===== src/rtl/aer_spike_encoder_if.sv =====
// aer_spike_encoder_if: AER word handshake from the spike encoder to the router.
// The encoder drives the word and its valid flag; the router answers with ready.
interface aer_spike_encoder_if #(
  parameter int AER_BIT_WIDTH = 32
);
  logic [AER_BIT_WIDTH-1:0] aerData_o;
  logic                     aerValid_o;
  logic                     aerReady_i;

  modport master (output aerData_o, output aerValid_o, input aerReady_i);
  modport slave  (input aerData_o, input aerValid_o, output aerReady_i);
endinterface


===== src/rtl/aer_spike_encoder.sv =====
// aer_spike_encoder: transmit end of the spike path. Spikes tagged with the neuron
// index are queued in a FIFO during a time step and sent to the router as AER words.
// A one-cycle tickDone_o marks the point where every spike of the step has been handed off.
// Optional feature: define AER_TIMESTAMP_EN to add an 8-bit tick counter field to each word
// at bits [NURN+CORE+7:NURN+CORE]; without it those bits are 0.
//
// state   | meaning
// --------+----------------------------------------------------------
// IDLE    | waiting for tickStart_i, no spikes accepted
// COLLECT | time step running, spikes pushed into the FIFO
// DRAIN   | step evaluated, waiting for FIFO and output stage to empty
// DONE    | one cycle, tickDone_o asserted
module aer_spike_encoder #(
  parameter int NURN_CNT_BIT_WIDTH = 8,
  parameter int CORE_ADDR_WIDTH    = 8,
  parameter int AER_BIT_WIDTH      = 32,
  parameter int FIFO_DEPTH         = 16,
  parameter int FIFO_PTR_WIDTH     = 4
) (
  input  logic                          clk_i,
  input  logic                          rst_n_i,
  input  logic                          outSpike_i,
  input  logic [NURN_CNT_BIT_WIDTH-1:0] nurnIdx_i,
  input  logic [CORE_ADDR_WIDTH-1:0]    coreAddr_i,
  input  logic                          tickStart_i,
  input  logic                          tickEnd_i,
  aer_spike_encoder_if.master           aer,
  output logic                          tickDone_o,
  output logic                          busy_o,
  output logic                          overflow_o,
  output logic [FIFO_PTR_WIDTH:0]       fifoCount_o
);

  localparam int NC = NURN_CNT_BIT_WIDTH + CORE_ADDR_WIDTH;
  localparam logic [FIFO_PTR_WIDTH:0]   CNT_ONE  = (FIFO_PTR_WIDTH+1)'(1);
  localparam logic [FIFO_PTR_WIDTH:0]   CNT_FULL = (FIFO_PTR_WIDTH+1)'(FIFO_DEPTH);
  localparam logic [FIFO_PTR_WIDTH-1:0] PTR_ONE  = FIFO_PTR_WIDTH'(1);

  typedef enum logic [1:0] {IDLE, COLLECT, DRAIN, DONE} state_t;

  state_t state, stateNext;

  logic [AER_BIT_WIDTH-1:0]  mem [FIFO_DEPTH];
  logic [FIFO_PTR_WIDTH-1:0] wrPtr, rdPtr;
  logic [AER_BIT_WIDTH-1:0]  pushWord;
  logic                      fifoEmpty, fifoFull;
  logic                      pushReq, pushOk, popEn, startAccept;

`ifdef AER_TIMESTAMP_EN
  logic [7:0] tickCnt;

  // Tick counter: one increment per completed step, natural 8-bit wrap.
  always_ff @(posedge clk_i or negedge rst_n_i) begin
    if (!rst_n_i)           tickCnt <= '0;
    else if (state == DONE) tickCnt <= tickCnt + 8'd1;
  end
`endif

  assign fifoEmpty   = (fifoCount_o == '0);
  assign fifoFull    = (fifoCount_o == CNT_FULL);
  assign startAccept = (state == IDLE) && tickStart_i;
  // COLLECT covers the tickEnd_i cycle too, since the state only leaves on the edge after it.
  assign pushReq     = outSpike_i && (state == COLLECT);
  assign popEn       = !fifoEmpty && (!aer.aerValid_o || aer.aerReady_i);
  // A pop in the same cycle frees the slot, so a full FIFO still takes the push.
  assign pushOk      = pushReq && (!fifoFull || popEn);

  // AER word assembly: neuron index low, core address above, optional timestamp above that.
  always_comb begin
    pushWord = '0;
    pushWord[NURN_CNT_BIT_WIDTH-1:0] = nurnIdx_i;
    pushWord[NC-1:NURN_CNT_BIT_WIDTH] = coreAddr_i;
`ifdef AER_TIMESTAMP_EN
    pushWord[NC+7:NC] = tickCnt;
`endif
  end

  // State register.
  always_ff @(posedge clk_i or negedge rst_n_i) begin
    if (!rst_n_i) state <= IDLE;
    else          state <= stateNext;
  end

  // Next-state and state-decoded outputs.
  always_comb begin
    stateNext  = state;
    tickDone_o = 1'b0;
    busy_o     = 1'b1;
    case (state)
      IDLE: begin
        busy_o = 1'b0;
        if (tickStart_i) stateNext = COLLECT;
      end
      COLLECT: if (tickEnd_i) stateNext = DRAIN;
      // Leave only once the output register itself has been emptied, so tickDone_o
      // follows the cycle in which aerValid_o is already low.
      DRAIN: if (fifoEmpty && !aer.aerValid_o) stateNext = DONE;
      DONE: begin
        tickDone_o = 1'b1;
        stateNext  = IDLE;
      end
      default: stateNext = IDLE;
    endcase
  end

  // FIFO storage write; contents need no reset since occupancy gates every read.
  always_ff @(posedge clk_i) begin
    if (pushOk) mem[wrPtr] <= pushWord;
  end

  // FIFO pointers and occupancy.
  always_ff @(posedge clk_i or negedge rst_n_i) begin
    if (!rst_n_i) begin
      wrPtr       <= '0;
      rdPtr       <= '0;
      fifoCount_o <= '0;
    end else begin
      if (pushOk) wrPtr <= wrPtr + PTR_ONE;
      if (popEn)  rdPtr <= rdPtr + PTR_ONE;
      case ({pushOk, popEn})
        2'b10:   fifoCount_o <= fifoCount_o + CNT_ONE;
        2'b01:   fifoCount_o <= fifoCount_o - CNT_ONE;
        default: fifoCount_o <= fifoCount_o;
      endcase
    end
  end

  // Sticky drop flag, cleared only when a new step is accepted.
  always_ff @(posedge clk_i or negedge rst_n_i) begin
    if (!rst_n_i)                        overflow_o <= 1'b0;
    else if (startAccept)                overflow_o <= 1'b0;
    else if (pushReq && fifoFull && !popEn) overflow_o <= 1'b1;
  end

  // Output stage: refill from the FIFO head whenever the current word is gone or leaving.
  always_ff @(posedge clk_i or negedge rst_n_i) begin
    if (!rst_n_i) begin
      aer.aerData_o  <= '0;
      aer.aerValid_o <= 1'b0;
    end else if (popEn) begin
      aer.aerData_o  <= mem[rdPtr];
      aer.aerValid_o <= 1'b1;
    end else if (aer.aerReady_i) begin
      aer.aerValid_o <= 1'b0;
    end
  end

endmodule


===== src/flat_wrapper.sv =====
// flat-port wrapper written by rule: the top's interface ports become plain ports
module aer_spike_encoder_flat 
#(
  parameter int NURN_CNT_BIT_WIDTH = 8,
  parameter int CORE_ADDR_WIDTH    = 8,
  parameter int AER_BIT_WIDTH      = 32,
  parameter int FIFO_DEPTH         = 16,
  parameter int FIFO_PTR_WIDTH     = 4
)
  (clk_i, rst_n_i, outSpike_i, nurnIdx_i, coreAddr_i, tickStart_i, tickEnd_i, tickDone_o, busy_o, overflow_o, fifoCount_o, aer_aerData_o, aer_aerValid_o, aer_aerReady_i);
  aer_spike_encoder_if #(.AER_BIT_WIDTH(AER_BIT_WIDTH)) aer_i ();
  input  logic clk_i;
  input  logic rst_n_i;
  input  logic outSpike_i;
  input  logic [NURN_CNT_BIT_WIDTH-1:0] nurnIdx_i;
  input  logic [CORE_ADDR_WIDTH-1:0] coreAddr_i;
  input  logic tickStart_i;
  input  logic tickEnd_i;
  output logic tickDone_o;
  output logic busy_o;
  output logic overflow_o;
  output logic [FIFO_PTR_WIDTH:0] fifoCount_o;
  output wire logic [$bits(aer_i.aerData_o)-1:0] aer_aerData_o;
  output wire logic [$bits(aer_i.aerValid_o)-1:0] aer_aerValid_o;
  input wire logic [$bits(aer_i.aerReady_i)-1:0] aer_aerReady_i;
  assign aer_aerData_o = aer_i.aerData_o;
  assign aer_aerValid_o = aer_i.aerValid_o;
  assign aer_i.aerReady_i = aer_aerReady_i;
  aer_spike_encoder #(.NURN_CNT_BIT_WIDTH(NURN_CNT_BIT_WIDTH), .CORE_ADDR_WIDTH(CORE_ADDR_WIDTH), .AER_BIT_WIDTH(AER_BIT_WIDTH), .FIFO_DEPTH(FIFO_DEPTH), .FIFO_PTR_WIDTH(FIFO_PTR_WIDTH)) u_core (.clk_i(clk_i), .rst_n_i(rst_n_i), .outSpike_i(outSpike_i), .nurnIdx_i(nurnIdx_i), .coreAddr_i(coreAddr_i), .tickStart_i(tickStart_i), .tickEnd_i(tickEnd_i), .aer(aer_i), .tickDone_o(tickDone_o), .busy_o(busy_o), .overflow_o(overflow_o), .fifoCount_o(fifoCount_o));
endmodule

===== config.mk =====
export PLATFORM = sky130hd
export DESIGN_NAME = aer_spike_encoder_flat
export DESIGN_NICKNAME = d
export VERILOG_FILES = /design/src/rtl/aer_spike_encoder_if.sv /design/src/rtl/aer_spike_encoder.sv /design/src/flat_wrapper.sv
export SDC_FILE = /design/constraint.sdc
export NUM_CORES = 1
export LEC_CHECK = 0
export CORE_ASPECT_RATIO = 0.9
export CORE_MARGIN = 5
export CORE_UTILIZATION = 41
export CTS_CLUSTER_SIZE = 10
export DETAILED_ROUTE_END_ITERATION = 12
export GPL_ROUTABILITY_DRIVEN = 0
export MAX_ROUTING_LAYER = met4
export PLACE_DENSITY = 0.58
export SYNTH_ARGS = -nofsm -noshare
export SYNTH_HDL_FRONTEND = slang
export SYNTH_SLANG_ARGS = --single-unit

===== constraint.sdc =====
create_clock -name clk_i -period 3.28 [get_ports clk_i]
set_input_delay 0.656 -clock clk_i [delete_from_list [all_inputs] [get_ports clk_i]]
set_output_delay 0.656 -clock clk_i [all_outputs]
set_load 0.02 [all_outputs]

Word-level counts from Yosys, hierarchy flattened
Memories as Yosys holds them, arrays and structs flattened. A register that Yosys moved wholly into a read port is not among the register bits.
Index checks and enable logic that the tools add are counted.

word-level totals
  word-level logic and storage cells = 54
  memories = 1
  register bits = 49
  bits of input ports = 22
  memory bits (writable) = 256
  output and inout bits = 41

operators by class
  mux-type cells = 13
  reduce and logical (&&, ||, !) cells = 20
  $add $sub $neg = 4
  equality and inequality tests = 9

memories
  memory      depth  width  read ports  clocked after Yosys merged registers in  wr ports  line                     text
  u_core.mem  16     16     1           1                                        1         aer_spike_encoder.sv:43  logic [AER_BIT_WIDTH-1:0] mem [FIFO_DEPTH];

operators with widths
  cell                                                                     count
  5-bit one-hot mux with 2 select lines                                    1
  4-bit by 1-bit adder with 4-bit output, second input constant            2
  1-bit 2-to-1 mux                                                         8
  2-bit one-hot mux with 4 select lines                                    1
  1-bit logical AND                                                        7
  2-bit equality test, second input constant                               3
  2-bit 2-to-1 mux                                                         3
  2-bit nonzero test                                                       3
  5-bit by 1-bit adder with 5-bit output, second input constant            1
  5-bit equality test, second input constant                               1
  1-bit logical NOT                                                        5
  5-bit logical NOT                                                        1
  5-bit by 1-bit subtractor with 5-bit output, second input constant       1
  2-bit by 1-bit equality test with 1-bit output, second input constant    2
  2-bit inequality test, second input constant                             2
  3-bit AND reduction                                                      1
  2-bit logical NOT                                                        1
  1-bit logical OR                                                         2
  2-bit by 1-bit inequality test with 1-bit output, second input constant  1

Depth between registers and ports, before layout
  word-level depth = 7
  gate-level depth with buffers = 13
  depth with buffers taken out = 12

Worst setup path before layout
Ideal clock, no wire load.

  path kind = register to register
  start = reg u_core.fifoCount_o[2]
  end = mem u_core.mem[3][0] (netlist name) (enable)
  setup time = 0.436 ns
  cell stages (with the launch flop) = 6
  buffers on the path = 1
  setup slack = -0.013 ns
  arrival = 2.857 ns
  period minus slack after synthesis = 3.293 ns
  data required time = 2.844 ns
  path through = dfrtp_1 -> clkbuf_8 -> nor4_2 -> a31oi_1 -> inv_1 -> nor4b_1

between the ends
  cells in the longest elaborated chain, start to end = 7
  elaborated cells between the ends (all ways) = 9
  classes of those cells = 1 x eq/ne; 2 x mux; 6 x reduce/logical

ends and longest elaborated chain
  what                                      line                      text
  start, declared                           aer_spike_encoder.sv:31   output logic [FIFO_PTR_WIDTH:0] fifoCount_o
  start signal, assigned                    aer_spike_encoder.sv:121  2'b10: fifoCount_o <= fifoCount_o + CNT_ONE;
  start signal, assigned                    aer_spike_encoder.sv:122  2'b01: fifoCount_o <= fifoCount_o - CNT_ONE;
  start signal, assigned                    aer_spike_encoder.sv:123  default: fifoCount_o <= fifoCount_o;
  5-bit logical NOT                         aer_spike_encoder.sv:59   assign fifoEmpty = (fifoCount_o == '0);
  1-bit logical NOT                         aer_spike_encoder.sv:64   assign popEn = !fifoEmpty && (!aer.aerValid_o || aer.aerReady_i);
  1-bit logical AND                         aer_spike_encoder.sv:64
  1-bit logical OR *                        aer_spike_encoder.sv:66   assign pushOk = pushReq && (!fifoFull || popEn);
  1-bit logical AND *                       aer_spike_encoder.sv:66
  1-bit 2-to-1 mux *                        aer_spike_encoder.sv:108  if (pushOk) mem[wrPtr] <= pushWord;
  1-bit 2-to-1 mux (implied by the code) *  aer_spike_encoder.sv:108
  end, declared                             aer_spike_encoder.sv:43

Every way passes the cells marked *; elsewhere a longest branch is shown, timed or not.

Worst setup path in the final report
  start = reg u_core.fifoCount_o[1]
  end = reg u_core.fifoCount_o[4]

between the ends
  cells in the longest elaborated chain, start to end = 7
  elaborated cells between the ends (all ways) = 13
  classes of those cells = 2 x add/sub; 3 x eq/ne; 1 x mux; 7 x reduce/logical

ends and longest elaborated chain
  what                                                                                          line                      text
  5-bit logical NOT                                                                             aer_spike_encoder.sv:59
  1-bit logical NOT                                                                             aer_spike_encoder.sv:64
  1-bit logical AND                                                                             aer_spike_encoder.sv:64
  1-bit logical OR                                                                              aer_spike_encoder.sv:66
  1-bit logical AND                                                                             aer_spike_encoder.sv:66
  2-bit by 1-bit equality test with 1-bit output / 2-bit equality test (equally long branches)  aer_spike_encoder.sv:120  case ({pushOk, popEn})
  5-bit one-hot mux with 2 select lines / 2-bit nonzero test (equally long branches)            --

Parallel ways exist; a longest one is shown, timed or not.
A chain may end at the register's enable or synchronous reset.

==> flow_summary.json <==
{
  "outcome": "completed",
  "area_growth_pct": 18.50,
  "cp.arrival_ns": 3.27,
  "fin_crit_sh_pct": 88.68,
  "antenna_found_initial": 0,
  "syn_area_um2": 11480,
  "p_leak_uw": 0.004466,
  "ys_seq_elements": 289,
  "finalClockSkew_ns": 0.009473,
  "layout_commonest_cell": "edfxtp_1",
  "post_dp_cell_area_um2": 12560,
  "synth_mux_area_share_pct": 14.54,
  "rsz0062_at_grt": "false",
  "htreeDepth": 2,
  "path_max_fanout": 9,
  "drc": 0,
  "cp_common_cell": "ha_1",
  "startpoint_type": "register",
  "antenna_cells": 0,
  "dieHeight_um": 168.8,
  "avgSynthCellArea_um2": 20.54,
  "track_usage_pct": 15.67,
  "async_flop_share_pct": 11.42,
  "drtPass1Iterations": 5,
  "cts_tree": "yes",
  "synth_top_flop_cell": "edfxtp_1",
  "cts_resized": 0,
  "slowest_stage": "nor4_2",
  "fmax_ghz": 0.3438,
  "clk_latency_ns": 0.49,
  "io_pins": 63,
  "cts-buffers-inserted": 35,
  "final_cell_mix": "edfxtp_1 (256), mux4_2 (64), clkdlybuf4s50_1 (45)",
  "dieArea_um2": 31450,
  "hold_viol": 0,
  "cap_viol_max_count": 0,
  "via_count": 5552,
  "worst_ep_required_time_ns": 3.65,
  "synth_top_family_by_area": "multiplexers",
  "tns_ns": 0,
  "overflow": 0,
  "setup_viol": 0,
  "postCtsSetupRepairBufs": 0,
  "synth_compound_area_share_pct": 3.629,
  "fin_crit_ns": 2.909,
  "via_per_inst": 5.385,
  "p_per_area_nw_per_um2": 838.6,
  "port_buffers": 46,
  "grt_pass1_wl_um": 36870,
  "instances_no_fill": 1031,
  "routedWlPerCell_um": 23.28,
  "critPathCaptureType": "register",
  "drive_above_1_share_pct": 26.23,
  "drv_slew": 0,
  "core_um2": 27790,
  "drt-initial-drc-count": 357,
  "cpPeakStageDelay_ns": 0.59,
  "detail-route-antenna-nets": 0,
  "grt_pass1_vias": 5931,
  "hold_path.class": "input port to asynchronous set/reset pin",
  "synth-edff-count": 256,
  "synth_cells": 559,
  "design_area_um2": 13610,
  "maxSlewHeadroom_pct": 34.72,
  "yosysUniqueCellTypes": 45,
  "hold_buffers": 0,
  "synth_fa_ha_area_share_pct": 1.417,
  "synth_xor_area_share_pct": 0.9917,
  "yosysWarnings": 0,
  "rows": 58,
  "cts_buffer_depth": 3,
  "die_x_um": 186.4,
  "cts_sinks": 289,
  "path_cells": "nor4_2, a31oi_1, inv_1, ha_1, xor2_1, ha_1, or3b_2, a21oi_1, o21ai_0, xnor2_1",
  "fillerInstances": 2257,
  "clkSlewWorstSetupHoldPaths_ns": 0.06,
  "synth.yosys.seq_area_share_pct": 74.15,
  "grt_start_max_net_pins": 37,
  "worstMarginPinSlew_ns": 0.9792,
  "dpl.hpwl_um": 14540,
  "totalWireLength_um": 24000,
  "nets": 681,
  "ir_drop_mv": 0.5375,
  "start_util_pct": 41.31,
  "dp.cells": 969,
  "criticalPathCategory": "register to register",
  "synthSimpleGateAreaFrac_pct": 2.463,
  "cts_root_buf": "clkbuf_16"
}
cell families (layout without fill, tap and decap cells):
kind of cell / count (synthesis) / count (layout)
AND/OR/NAND/NOR: 41 / 41
multiplexers: 84 / 84
other: 1 / 16
adder cells (fa/ha/maj): 13 / 13
AO/OA/AOI/OAI: 64 / 64
flip-flops: 289 / 289
buffers and inverters: 54 / 151
XOR/XNOR: 13 / 13
layer usage:
layer	routed length (um)	vias to the layer above	share of wire [%]	track usage (%)
met1	10080	2910	42	20.17
met2	12130	163	51	25.72
li1	-	2449	-	-
met3	1411	30	5.9	3.753
met4	374	0	1.6	3.414
met5	0	-	0	-
worst max-delay path, delay by kind of cell (launching register included):
| family | cells | cell delay, ns |
|---|---|---|
| buffers and inverters | 1 | 0.12 |
| XOR/XNOR | 2 | 0.22 |
| flip-flops | 1 | 0.48 |
| AND/OR/NAND/NOR | 2 | 1.04 |
| adder cells (fa/ha/maj) | 2 | 0.44 |
| AO/OA/AOI/OAI | 3 | 0.49 |
where the power goes:
| part | total [uW] | switching, uW | leakage [uW] | internal (uW) |
|---|---|---|---|---|
| combinational | 3160 | 1530 | 0.00129 | 1620 |
| sequential | 4750 | 422 | 0.00267 | 4330 |
| clock | 3510 | 1340 | 0.000501 | 2160 |
| total | 11400 | 3300 | 0.00447 | 8110 |
area by class of cell:
class / instances / area [um^2] / share of cell area [%]
multi-input combinational: 231 / 2766 / 20.33
timing repair buffer: 81 / 793.3 / 5.830
clock inverter: 2 / 35.03 / 0.2575
tap: 360 / 450.4 / 3.311
inverter: 8 / 30.03 / 0.2207
sequential: 289 / 8518 / 62.61
clock buffer: 60 / 1012 / 7.440
per-stage QoR:
step                total power [uW]  utilization, %  setup WS [ns]  hold slack [ns]
global placement                7945           45.18         0.1787           0.5515
CTS                            11560           48.95         0.3646           0.3389
global route                   11990           48.95         0.1745           0.3728
finish                         11410           48.95         0.3713           0.3125
floorplan                       6972               -       0.006971           0.3604
detailed placement              8008           45.18         0.1539           0.5698
synth_stat cells (all sizes together), types with 5 or more instances:
cell    number  area, um^2
ha          13       162.7
a21oi       22       113.9
buf         35       237.7
mux4        64        1441
clkbuf      11       51.30
o22ai       32       200.2
xnor2        7       61.31
mux2        19       217.7
inv          8       30.03
nand2        5       18.77
dfrtp       33       825.8
xor2         6       52.55
edfxtp     256        7687
sequential cells by signal (all words and copies together) (netlist names):
register	cells
u_core.mem	256
u_core.aer.aerValid_o	1
u_core.wrPtr	4
u_core.state	2
u_core.rdPtr	4
u_core.overflow_o	1
u_core.fifoCount_o	5
u_core.aer.aerData_o	16
final timing paths:
| check | endpoint | slack, ns | depth (start not counted) | from |
|---|---|---|---|---|
| setup reg to reg | u_core.fifoCount_o[4]$_DFFE_PN0P_ | 0.37 | 10 | u_core.fifoCount_o[1]$_DFFE_PN0P_ |
| setup / recovery | u_core.fifoCount_o[4]$_DFFE_PN0P_ | 0.37 | 10 | u_core.fifoCount_o[1]$_DFFE_PN0P_ |
| max in group asynchronous | u_core.rdPtr[0]$_DFFE_PN0P_ | 2.29 | 1 | rst_n_i |
| hold reg to reg | u_core.aer.aerData_o[2]$_DFFE_PN0P_ | 0.59 | 2 | u_core.aer.aerData_o[2]$_DFFE_PN0P_ |
| min in group clk_i | u_core.aer.aerData_o[2]$_DFFE_PN0P_ | 0.59 | 2 | u_core.aer.aerData_o[2]$_DFFE_PN0P_ |
| hold / removal | u_core.overflow_o$_DFFE_PN0P_ | 0.31 | 1 | rst_n_i |
Note: power is estimated with default switching activity, not from simulation.
